$ cat src/rtl/approx_max_stream_if.sv
// Purpose: sample-in / frame-result-out bundle for approx_max_stream.
// Latency: n/a (wires only).
// Backpressure: in_ready/out_ready handshakes on both sides.
// Ports: in_valid/in_ready/in_data/in_last carry samples toward the block;
//        out_valid/out_ready/out_val/out_idx/out_ovf carry per-frame results away.
//        slave = the block's view, master = the source/consumer view.
interface approx_max_stream_if #(
    parameter int WIDTH = 8,
    parameter int IDX_W = 8
);
    logic             in_valid;
    logic             in_ready;
    logic [WIDTH-1:0] in_data;
    logic             in_last;
    logic             out_valid;
    logic             out_ready;
    logic [WIDTH-1:0] out_val;
    logic [IDX_W-1:0] out_idx;
    logic             out_ovf;

    modport slave (
        input  in_valid, in_data, in_last, out_ready,
        output in_ready, out_valid, out_val, out_idx, out_ovf
    );

    modport master (
        output in_valid, in_data, in_last, out_ready,
        input  in_ready, out_valid, out_val, out_idx, out_ovf
    );
endinterface

$ cat src/rtl/approx_max_stream.sv
// Purpose: per-frame max (or min) of an unsigned sample stream, with position and overflow flag.
// Latency: result on out_* the cycle after the in_last sample is accepted; one sample per cycle.
// Backpressure: in_ready = !out_valid | out_ready; only a held, undelivered result stalls input.
// Ports: clk, rst (sync, active-high); bus (slave modport) carries the sample
//        handshake (in_valid/in_ready/in_data/in_last) and the result handshake
//        (out_valid/out_ready/out_val/out_idx/out_ovf).
module approx_max_stream #(
    parameter int WIDTH      = 8,
    parameter int IDX_W      = 8,
    parameter int APPROX_LSB = 0,
    parameter bit MIN_MODE   = 1'b0
) (
    input  logic                 clk,
    input  logic                 rst,
    approx_max_stream_if.slave   bus
);

    // Comparator only looks at the bits above APPROX_LSB.
    localparam logic [WIDTH-1:0] KEY_MASK = {WIDTH{1'b1}} << APPROX_LSB;
    localparam logic [IDX_W-1:0] POS_MAX  = {IDX_W{1'b1}};

    // Accumulator
    logic [WIDTH-1:0] best;
    logic [IDX_W-1:0] best_idx;
    logic [IDX_W-1:0] pos;
    logic             ovf;
    logic             first;
    // pos alone cannot tell "next index is the last one" from "last index
    // already used"; sat marks the latter so the next accept raises ovf.
    logic             sat;

    // Output register
    logic             out_valid_q;
    logic [WIDTH-1:0] out_val_q;
    logic [IDX_W-1:0] out_idx_q;
    logic             out_ovf_q;

    logic             accept;
    logic [WIDTH-1:0] key_in;
    logic [WIDTH-1:0] key_best;
    logic             wins;
    logic [WIDTH-1:0] nxt_best;
    logic [IDX_W-1:0] nxt_idx;
    logic [IDX_W-1:0] nxt_pos;
    logic             nxt_ovf;
    logic             nxt_sat;

    assign bus.in_ready  = !out_valid_q | bus.out_ready;
    assign accept        = bus.in_valid & bus.in_ready;

    assign bus.out_valid = out_valid_q;
    assign bus.out_val   = out_val_q;
    assign bus.out_idx   = out_idx_q;
    assign bus.out_ovf   = out_ovf_q;

    // Next accumulator contents if the current sample is accepted. The result
    // register is loaded from these too, so the last sample takes part.
    always_comb begin
        key_in   = bus.in_data & KEY_MASK;
        key_best = best & KEY_MASK;
        wins     = 1'b0;
        nxt_best = best;
        nxt_idx  = best_idx;
        nxt_pos  = pos;
        nxt_ovf  = ovf;
        nxt_sat  = sat;

        if (MIN_MODE) begin
            wins = (key_in < key_best);
        end else begin
            wins = (key_in > key_best);
        end

        if (first) begin
            // First sample of a frame loads unconditionally.
            nxt_best = bus.in_data;
            nxt_idx  = '0;
            nxt_pos  = IDX_W'(1);
            nxt_ovf  = 1'b0;
            nxt_sat  = 1'b0;
        end else begin
            if (wins) begin
                nxt_best = bus.in_data;
                nxt_idx  = pos;
            end
            nxt_ovf = ovf | sat;
            if (pos == POS_MAX) begin
                nxt_sat = 1'b1;
            end else begin
                nxt_pos = pos + IDX_W'(1);
            end
        end
    end

    always_ff @(posedge clk) begin
        if (rst) begin
            best        <= '0;
            best_idx    <= '0;
            pos         <= '0;
            ovf         <= 1'b0;
            first       <= 1'b1;
            sat         <= 1'b0;
            out_valid_q <= 1'b0;
            out_val_q   <= '0;
            out_idx_q   <= '0;
            out_ovf_q   <= 1'b0;
        end else begin
            if (accept) begin
                if (bus.in_last) begin
                    best     <= '0;
                    best_idx <= '0;
                    pos      <= '0;
                    ovf      <= 1'b0;
                    first    <= 1'b1;
                    sat      <= 1'b0;
                end else begin
                    best     <= nxt_best;
                    best_idx <= nxt_idx;
                    pos      <= nxt_pos;
                    ovf      <= nxt_ovf;
                    first    <= 1'b0;
                    sat      <= nxt_sat;
                end
            end

            // A new result wins over a handoff in the same cycle: the register
            // reloads and out_valid stays high, so there is no bubble.
            if (accept && bus.in_last) begin
                out_valid_q <= 1'b1;
                out_val_q   <= nxt_best;
                out_idx_q   <= nxt_idx;
                out_ovf_q   <= nxt_ovf;
            end else if (bus.out_ready) begin
                out_valid_q <= 1'b0;
            end
        end
    end

endmodule

$ cat src/flat_wrapper.sv
// flat-port wrapper written by rule: the top's interface ports become plain ports
module approx_max_stream_flat 
#(
    parameter int WIDTH      = 8,
    parameter int IDX_W      = 8,
    parameter int APPROX_LSB = 0,
    parameter bit MIN_MODE   = 1'b0
)
  (clk, rst, bus_in_valid, bus_in_data, bus_in_last, bus_out_ready, bus_in_ready, bus_out_valid, bus_out_val, bus_out_idx, bus_out_ovf);
  approx_max_stream_if #(.WIDTH(WIDTH), .IDX_W(IDX_W)) bus_i ();
  input  logic clk;
  input  logic rst;
  input wire logic [$bits(bus_i.in_valid)-1:0] bus_in_valid;
  input wire logic [$bits(bus_i.in_data)-1:0] bus_in_data;
  input wire logic [$bits(bus_i.in_last)-1:0] bus_in_last;
  input wire logic [$bits(bus_i.out_ready)-1:0] bus_out_ready;
  output wire logic [$bits(bus_i.in_ready)-1:0] bus_in_ready;
  output wire logic [$bits(bus_i.out_valid)-1:0] bus_out_valid;
  output wire logic [$bits(bus_i.out_val)-1:0] bus_out_val;
  output wire logic [$bits(bus_i.out_idx)-1:0] bus_out_idx;
  output wire logic [$bits(bus_i.out_ovf)-1:0] bus_out_ovf;
  assign bus_i.in_valid = bus_in_valid;
  assign bus_i.in_data = bus_in_data;
  assign bus_i.in_last = bus_in_last;
  assign bus_i.out_ready = bus_out_ready;
  assign bus_in_ready = bus_i.in_ready;
  assign bus_out_valid = bus_i.out_valid;
  assign bus_out_val = bus_i.out_val;
  assign bus_out_idx = bus_i.out_idx;
  assign bus_out_ovf = bus_i.out_ovf;
  approx_max_stream #(.WIDTH(WIDTH), .IDX_W(IDX_W), .APPROX_LSB(APPROX_LSB), .MIN_MODE(MIN_MODE)) u_core (.clk(clk), .rst(rst), .bus(bus_i));
endmodule
$ cat config.mk
export PLATFORM = sky130hd
export DESIGN_NAME = approx_max_stream_flat
export DESIGN_NICKNAME = d
export VERILOG_FILES = /design/src/rtl/approx_max_stream_if.sv /design/src/rtl/approx_max_stream.sv /design/src/flat_wrapper.sv
export SDC_FILE = /design/constraint.sdc
export NUM_CORES = 1
export LEC_CHECK = 0
export CAP_MARGIN = 20
export CELL_PAD_IN_SITES_DETAIL_PLACEMENT = 0
export CELL_PAD_IN_SITES_GLOBAL_PLACEMENT = 1
export CORE_ASPECT_RATIO = 1.5
export CORE_MARGIN = 2
export CORE_UTILIZATION = 40
export DETAILED_ROUTE_END_ITERATION = 8
export PLACE_DENSITY_LB_ADDON = 0.1
export SLEW_MARGIN = 10
export SYNTH_ARGS = -nofsm -noshare
export SYNTH_HDL_FRONTEND = slang
export SYNTH_SLANG_ARGS = --single-unit
export TNS_END_PERCENT = 10
$ cat constraint.sdc
create_clock -name clk -period 2.29 [get_ports clk]
set_input_delay 0.458 -clock clk [delete_from_list [all_inputs] [get_ports clk]]
set_output_delay 0.458 -clock clk [all_outputs]
set_load 0.02 [all_outputs]
# Word-level counts from Yosys, hierarchy flattened
# Index checks and enable logic that the tools add are counted.
totals:
  regBits: 45
  in_bits: 13
  output_inout_bits: 19
  elab_cells: 40
classes:
  addsub: 1
  magnitude_cmp: 1
  eq_ne: 2
  n_mux: 17
  n_bitwise: 3
  n_reduce_logical: 6
ops:
  columns: ["op", "n"]
  rows:
  - ["$mux 8", 9]
  - ["$add 8x1->8 const B", 1]
  - ["$eq 8x8->1 const B", 1]
  - ["$gt 8x8->1", 1]
  - ["$mux 1", 8]
  - ["$reduce_and 2->1", 2]
  - ["$ne 3x2->1 const B", 1]
  - ["$reduce_bool 3->1", 1]
  - ["$or 1x1->1", 2]
  - ["$reduce_bool 2->1", 1]
  - ["$and 1x1->1", 1]
  - ["$logic_and 1x1->1", 1]
  - ["$logic_not 1->1", 1]

# Depth between registers and ports, before layout
# Gate-level depths: netlist (run 1).
depth:
  depth_word: 5
  ltp_mapped: 9
  depth_no_buf: 8

# Worst setup path after synthesis (run 1)
# No wires, ideal clock.
synth_timing:
  path_type: "input port to flip-flop"
  start: "input bus_in_data[1]"
  end: "register u_core.best_idx[2]"
  setup_ns: 0.117
  arrival_ns: 1.907
  setup_slack_ns: 0.267
  stages: 8
  path_cell_list: "ha_1 nor2b_2 o211ai_1 a211oi_2 nor2_4 o2bb2ai_4 buf_6 a22o_1"
synth_via:
  elab_chain_len: 4
synth_rtl:
  columns: ["element", "line_no", "source"]
  rows:
  - ["start, declared", "flat_wrapper.sv:14", "input wire logic [$bits(bus_i.in_data)-1:0] bus_in_data;"]
  - ["$gt 8x8->1", "approx_max_stream.sv:71", "wins = (key_in > key_best);"]
  - ["$mux 8", "approx_max_stream.sv:82", "if (wins) begin"]
  - ["$mux 8", "approx_max_stream.sv:74", "if (first) begin"]
  - ["$mux 8", "approx_max_stream.sv:109", "if (bus.in_last) begin"]
  - ["end signal, assigned", "approx_max_stream.sv:118", "best_idx <= nxt_idx;"]
  - ["end, declared", "approx_max_stream.sv:24", "logic [IDX_W-1:0] best_idx;"]
# No other way between the ends.
# A chain may end at the register's enable or synchronous reset.

# Worst setup path after layout (run 1)
layout_timing:
  start: "input bus_in_data[5]"
  end: "register u_core.out_idx_q[1], in the netlist u_core.bus.out_idx[1]"
layout_via:
  elab_chain_len: 3
layout_rtl:
  columns: ["element", "line_no", "source"]
  rows:
  - ["$gt 8x8->1", "approx_max_stream.sv:71", null]
  - ["$mux 8", "approx_max_stream.sv:82", null]
  - ["$mux 8", "approx_max_stream.sv:74", null]
  - ["end signal, assigned", "approx_max_stream.sv:131", "out_idx_q <= nxt_idx;"]
  - ["end, declared", "approx_max_stream.sv:35", "logic [IDX_W-1:0] out_idx_q;"]
# No other way between the ends.

==> metrics.csv, run 1 <==
metric,value,unit
"Area growth, synth to finish",37.7,%
Synth Register Bits,45,
slew margin rel.,69.9,%
worst endpoint required time,2.47,ns
kind of critical path,input port to register,
"Clk Latency, worst-skew pair",0.30,ns
gr usage total,16.9,%
post-route ant nets,0,
"Primary FF master, synth",dfxtp_1,
Setup WS pre-CTS,-0.249,ns
Pwr Density,637,nW/um^2
R2R depth,10,
clk sink count,45,
drt wl/cell,14.0,um
total CTS buffers,5,
Worst-path clk slew,0.09,ns
CTS tree,yes,
Die Ht,91.2,um
top post-synthesis cells by count,"45 x dfxtp_1, 23 x nand2_1, 22 x o21ai_0",
Synth Net Count,229,
share of the synthesized area in the top cell type,44.5,%
Worst Path Max Fanout,8,
r2r endpoint,u_core.bus.out_idx[1]$_SDFFE_PP0P_,
Max Freq,455,MHz
# diodes,0,
Worst-Margin Slew,0.451,ns
fin crit share,96.0,%
status,"finished, final reports clean",
# IOs,32,
Root Buffer Master,clkbuf_8,
Core ar.,4850,um^2
gr ovfl total,0,
area of the multi-input gates,1120,um^2
final WL,4.60,mm
WP data arrival,2.38,ns
Worst Skew,0.00722,ns
"Async S/R FF share, synth",0,%
gpl congestion,0.829,
CTS Hold Bufs,0,
HP Class,register to register,
row count,31,
final core utilization,57.5,%
WHS Endpoint,u_core.bus.out_idx[7]$_SDFFE_PP0P_,
final worst slack,0.0910,ns
Die X,62.1,um
fin area,2790,um^2
RR Startpoint,u_core.best[1]$_SDFFE_PP0P_,
layout cells sized above 1,19.4,%
Yosys cell types,38,
P_leak,1.07,nW
Final setup viols,0,
Post-DP HPWL,3.42,mm
Initial DRC Count,81,
most frequent cell after synthesis,dfxtp_1,
TritonRoute pass-1 iters,4,
first-pass GRT wire length,7.73,mm
startpoint class of the critical path,input port,
Post-Syn Area per Cell,9.79,um^2
cells after synthesis,207,
post-synthesis sequential area ratio,44.5,%
vias in the first global route,1697,
die area,5660,um^2
"top cells by area, synth","dfxtp_1 44%, mux2i_1 7.9%, a22o_1 6.9%",
PortBufs,31,
Tot Pwr,1.78,mW
Post-Syn Area,2030,um^2
hold_sp,u_core.bus.out_idx[7]$_SDFFE_PP0P_,
number of antenna violations at the first check in global routing,0,
Final Max Tran Viols,0,
starting density of the core,41.8,%
placed cell areas,2560,um^2
Final nets,284,
R2R Setup Slk,0.18,ns
maximum VDD drop,0.330,mV
fillers,438,
Clock Tree Buf Depth,2,
setup TNS,0,ns
Post-synth EDFFs,0,
pin count of the biggest net entering global routing,17,
Synth area leader,dfxtp_1,
detail-routed via count per cell,5.11,
Tmin final,2.20,ns
FF+latch area,901,um^2
hold path cells,2,
via count,1681,
Fin. Hold Viols,0,
H-tree depth,2,
DRC,0,
Max-Cap Viols,0,
Yosys warning count,0,
Setup crit end kind,register,
## metal layers
layer / up-vias / wire (um) / track usage [%]
met5: - / 0 / 0
met4: 0 / 68 / 6.11
met3: 5 / 160 / 3.22
met2: 41 / 2380 / 29.5
met1: 771 / 2000 / 20.4
li1: 864 / - / -
## stage by stage
step	std cells	hold WS, ns
2_1_floorplan	207	0.437
4_1_cts	328	0.462
3_5_place_dp	320	0.441
6_report	329	0.454
5_1_grt	329	0.486
3_3_place_gp	320	0.438
## critical path: stages
cell	delay (ns)
clkdlybuf4s50_1	0.43
ha_1	0.35
nand4_4	0.13
nor2_4	0.12
a211oi_2	0.05
buf_4	0.15
nor2_4	0.21
buf_12	0.17
mux2i_4	0.23
o21ai_1	0.07
## worst max path at each step
stage	from	endpoint	slack, ns	depth (start not counted)
global route	bus_in_data[5]	u_core.bus.out_idx[1]$_SDFFE_PP0P_	-0.01	10
CTS	bus_in_data[1]	u_core.best[2]$_SDFFE_PP0P_	0.08	10
finish	bus_in_data[5]	u_core.bus.out_idx[1]$_SDFFE_PP0P_	0.09	10
floorplan	bus_in_data[1]	u_core.best_idx[2]$_SDFFE_PP0P_	0.27	8
global placement	bus_in_data[1]	u_core.bus.out_val[1]$_SDFFE_PP0P_	-0.23	9
detailed placement	bus_in_data[1]	u_core.best[2]$_SDFFE_PP0P_	-0.25	10
## placed cells by master (no fill, tap or decap), types with 2 or more instances in the layout
cell type	Yosys	final
dlymetal6s2s_1	0	5
and3_1	2	2
a22o_1	16	16
mux2i_1	16	14
nand2_1	23	23
a211oi_1	3	3
o21ai_0	22	18
clkdlybuf4s50_1	0	26
clkbuf_8	0	5
and4_1	3	3
dfxtp_1	45	45
a21o_1	2	2
nor3_1	2	2
nand3_1	3	3
a21oi_2	2	2
a21oi_1	9	9
ha_4	0	3
nand2b_1	2	2
nand4_1	3	3
nor2_4	1	2
ha_1	9	6
bufinv_16	0	2
inv_1	10	10
nor2_1	8	8
buf_4	0	23
o21ai_1	0	4
a31oi_1	2	2
## where the power goes
| group | total (mW) | internal (mW) | switching (mW) |
|---|---|---|---|
| clock | 0.721 | 0.439 | 0.282 |
| sequential | 0.813 | 0.800 | 0.0131 |
| combinational | 0.244 | 0.122 | 0.122 |
## flip-flops by register name, indices dropped and copies added, names as in the netlist
register / count
u_core.best: 8
u_core.best_idx: 8
u_core.bus.out_idx: 8
u_core.bus.out_ovf: 1
u_core.bus.out_val: 8
u_core.bus.out_valid: 1
u_core.first: 1
u_core.ovf: 1
u_core.pos: 8
u_core.sat: 1
## kinds of logic (layout without fill, tap and decap cells)
family                   after synthesis  in the layout  synth area share (%)
flip-flops                            45             45                  44.5
buffers and inverters                 17             73                  4.08
AO/OA/AOI/OAI                         61             61                  21.1
AND/OR/NAND/NOR                       59             59                  16.9
multiplexers                          16             16                  7.91
adder cells (fa/ha/maj)                9              9                  5.56
## area by class of cell
| type | count | share of cell area [%] |
|---|---|---|
| Clock inverter | 3 | 2.47 |
| Inverter | 10 | 1.35 |
| Sequential cell | 45 | 32.3 |
| Multi-Input combinational cell | 145 | 40.0 |
| Clock buffer | 5 | 2.47 |
| Tap cell | 66 | 2.96 |
| Timing Repair Buffer | 55 | 18.5 |
## timing repair
item,CTS,global route
endpoints found under the setup margin,0,21
hold endpoints to repair,0,0
buffers inserted,0,1
gates resized for setup,0,18
Note: power is estimated with default switching activity, not from simulation.
==> run 2: changes to the inputs <==
- CAP_MARGIN: 20 -> unset
- CELL_PAD_IN_SITES_DETAIL_PLACEMENT: 0 -> 1
- CELL_PAD_IN_SITES_GLOBAL_PLACEMENT: 1 -> 2
- CORE_ASPECT_RATIO: 1.5 -> unset
- CORE_UTILIZATION: 40 -> 33
==> run 2 against run 1 <==
Non-clock buffer count rose by 2. Utilization fell by 8.5 points. Setup slack got worse by 0.077 ns. Critical path type unchanged.
==> metrics.csv, run 2 (same netlist as run 1, synthesis figures left out) <==
metric,value,unit
Psw,434,uW
Max-Cap Viols,0,
Worst Path Max Fanout,8,
die area,6780,um^2
Fin. Hold Viols,0,
combinational cell fraction of total power,15.3,%
total CTS buffers,5,
PortBufs,31,
first-pass GRT wire length,8.80,mm
DRC,0,
Post-DP HPWL,4.01,mm
number of antenna violations at the first check in global routing,0,
Initial DRC Count,39,
final WL,5.48,mm
largest stage delay on the critical path,0.28,ns
DR WL met2,2.57,mm
gr usage total,17.2,%
M1 WL,2.66,mm
Worst-path clk slew,0.09,ns
FF+latch area,902,um^2
WP data arrival,2.52,ns
DR top layer,met4,
"Clk Latency, worst-skew pair",0.30,ns
gpl congestion,0.794,
worst endpoint required time,2.54,ns
Clock Tree Buf Depth,2,
H-tree depth,2,
Die Ht,82.4,um
setup TNS,0,ns
final cell count without fillers,340,
Tot Pwr,1.81,mW
Final Max Tran Viols,0,
placed cells,327,
area of the multi-input gates,1180,um^2
layout cells sized above 1,22.6,%
drt wl/cell,16.1,um
Final setup viols,0,
slew margin rel.,71.5,%
# diodes,0,
critical path's slowest cell,dlygate4sd2_1,
startpoint class of the critical path,input port,
Root Buffer Master,clkbuf_8,
kind of critical path,input port to register,
starting density of the core,34.2,%
row count,28,
# IOs,32,
Setup crit end kind,register,
HP Class,register to register,
Worst-Margin Slew,0.426,ns
fillers,654,
vias in the first global route,1792,
Internal,1.37,mW
crit-path cells,dlygate4sd2_1 > ha_4 > nor2b_2 > o211ai_1 > a211oi_4 > buf_4 > nor3_4 > buf_6 > nor4_4 > buf_6 > a22o_1,
Pwr Density,622,nW/um^2
via count,1756,
detail-routed via count per cell,5.16,
sequential share of power,45.1,%
maximum VDD drop,0.269,mV
Final nets,286,
gr ovfl total,0,
Worst Skew,0.00680,ns
post-route ant nets,0,
CTS tree,yes,
metal3 WL,195,um
"Area growth, synth to finish",43.2,%
TritonRoute pass-1 iters,4,
Max Freq,439,MHz
Sw Ratio,24.0,%
fin crit share,99.4,%
Die X,82.4,um
"leading cell type in the layout, fill and taps excluded",dfxtp_1,
Clock power frac,39.6,%
clk sink count,45,
P_leak,1.10,nW
pin count of the biggest net entering global routing,17,
cell mode on critical path,buf_6,
final hold slack,0.455,ns
Setup WS pre-CTS,-0.332,ns
status,"finished, final reports clean",
final worst slack,0.0138,ns
Tmin final,2.28,ns
Core ar.,5920,um^2
"commonest non-fill, non-tap cells in the layout","44 x dfxtp_1, 23 x nand2_1, 23 x clkdlybuf4s50_1",
## run 2: cell count changes in the layout (fill, tap and decap cells not counted), moves of 2 or more
cell / previous run / this run
clkdlybuf4s50_1: 26 / 23
buf_4: 23 / 21
ha_4: 3 / 7
buf_6: 0 / 4
ha_1: 6 / 1
dlymetal6s2s_1: 5 / 7
## run 2: path summary, 6_finish.rpt
kind | startpoint | endpoint | slack, ns | cells after the start
min reg2reg | u_core.bus.out_idx[7]$_SDFFE_PP0P_ | u_core.bus.out_idx[7]$_SDFFE_PP0P_ | 0.45 | 2
min | u_core.bus.out_idx[7]$_SDFFE_PP0P_ | u_core.bus.out_idx[7]$_SDFFE_PP0P_ | 0.45 | 2
max reg2reg | u_core.best[1]$_SDFFE_PP0P_ | u_core.best[2]$_SDFFE_PP0P_ | 0.07 | 11
max | bus_in_data[1] | u_core.best[2]$_SDFFE_PP0P_ | 0.01 | 11
## run 2: repair_timing
item | 4_1_cts | 5_1_grt
pin swaps | 0 | 17
endpoints found under the setup margin | 8 | 24
hold buffers | 0 | 0
gates resized for setup | 2 | 35
setup buffers | 0 | 6
## run 2: critical path: cells and delay by family
| kind | cells | cell delay, ns |
|---|---|---|
| buf+inv | 4 | 0.73 |
| compound gates | 3 | 0.59 |
| simple gates | 3 | 0.48 |
| fa+ha+maj | 1 | 0.28 |
## run 2: per-stage QoR
step	util [%]	cell area, um^2
floorplan	-	2030
global placement	43.2	2550
detailed placement	43.2	2550
CTS	45.5	2690
global route	49.0	2900
finish	49.0	2900
## run 2: power by group through the flow
stage	clock, mW	combinational, mW	sequential [mW]
4_1_cts	0.731	0.233	0.813
2_1_floorplan	0	0.115	0.839
3_5_place_dp	0	0.232	0.832
3_3_place_gp	0	0.225	0.830
6_report	0.715	0.276	0.814
5_1_grt	0.768	0.299	0.816
## run 2: final cells by class
| type | instances | share of cell area, % |
|---|---|---|
| well taps | 75 | 3.23 |
| flip-flops and latches | 45 | 31.1 |
| clock inverters | 3 | 2.24 |
| clock buffers | 5 | 2.37 |
| inverters | 10 | 1.29 |
| multi-input cells | 145 | 40.8 |
| repair buffers | 57 | 18.9 |
## run 2: metal layers
metal,up-vias,track usage (%)
li1,865,-
met1,858,23.2
met2,28,27.2
met3,5,4.24
met4,0,4.67
met5,-,0
==> run 3: changes to the inputs <==
- CTS_CLUSTER_DIAMETER: unset -> 200
==> results of run 3 <==
No change in the layout: final DEF, timing and power equal those of run 2.
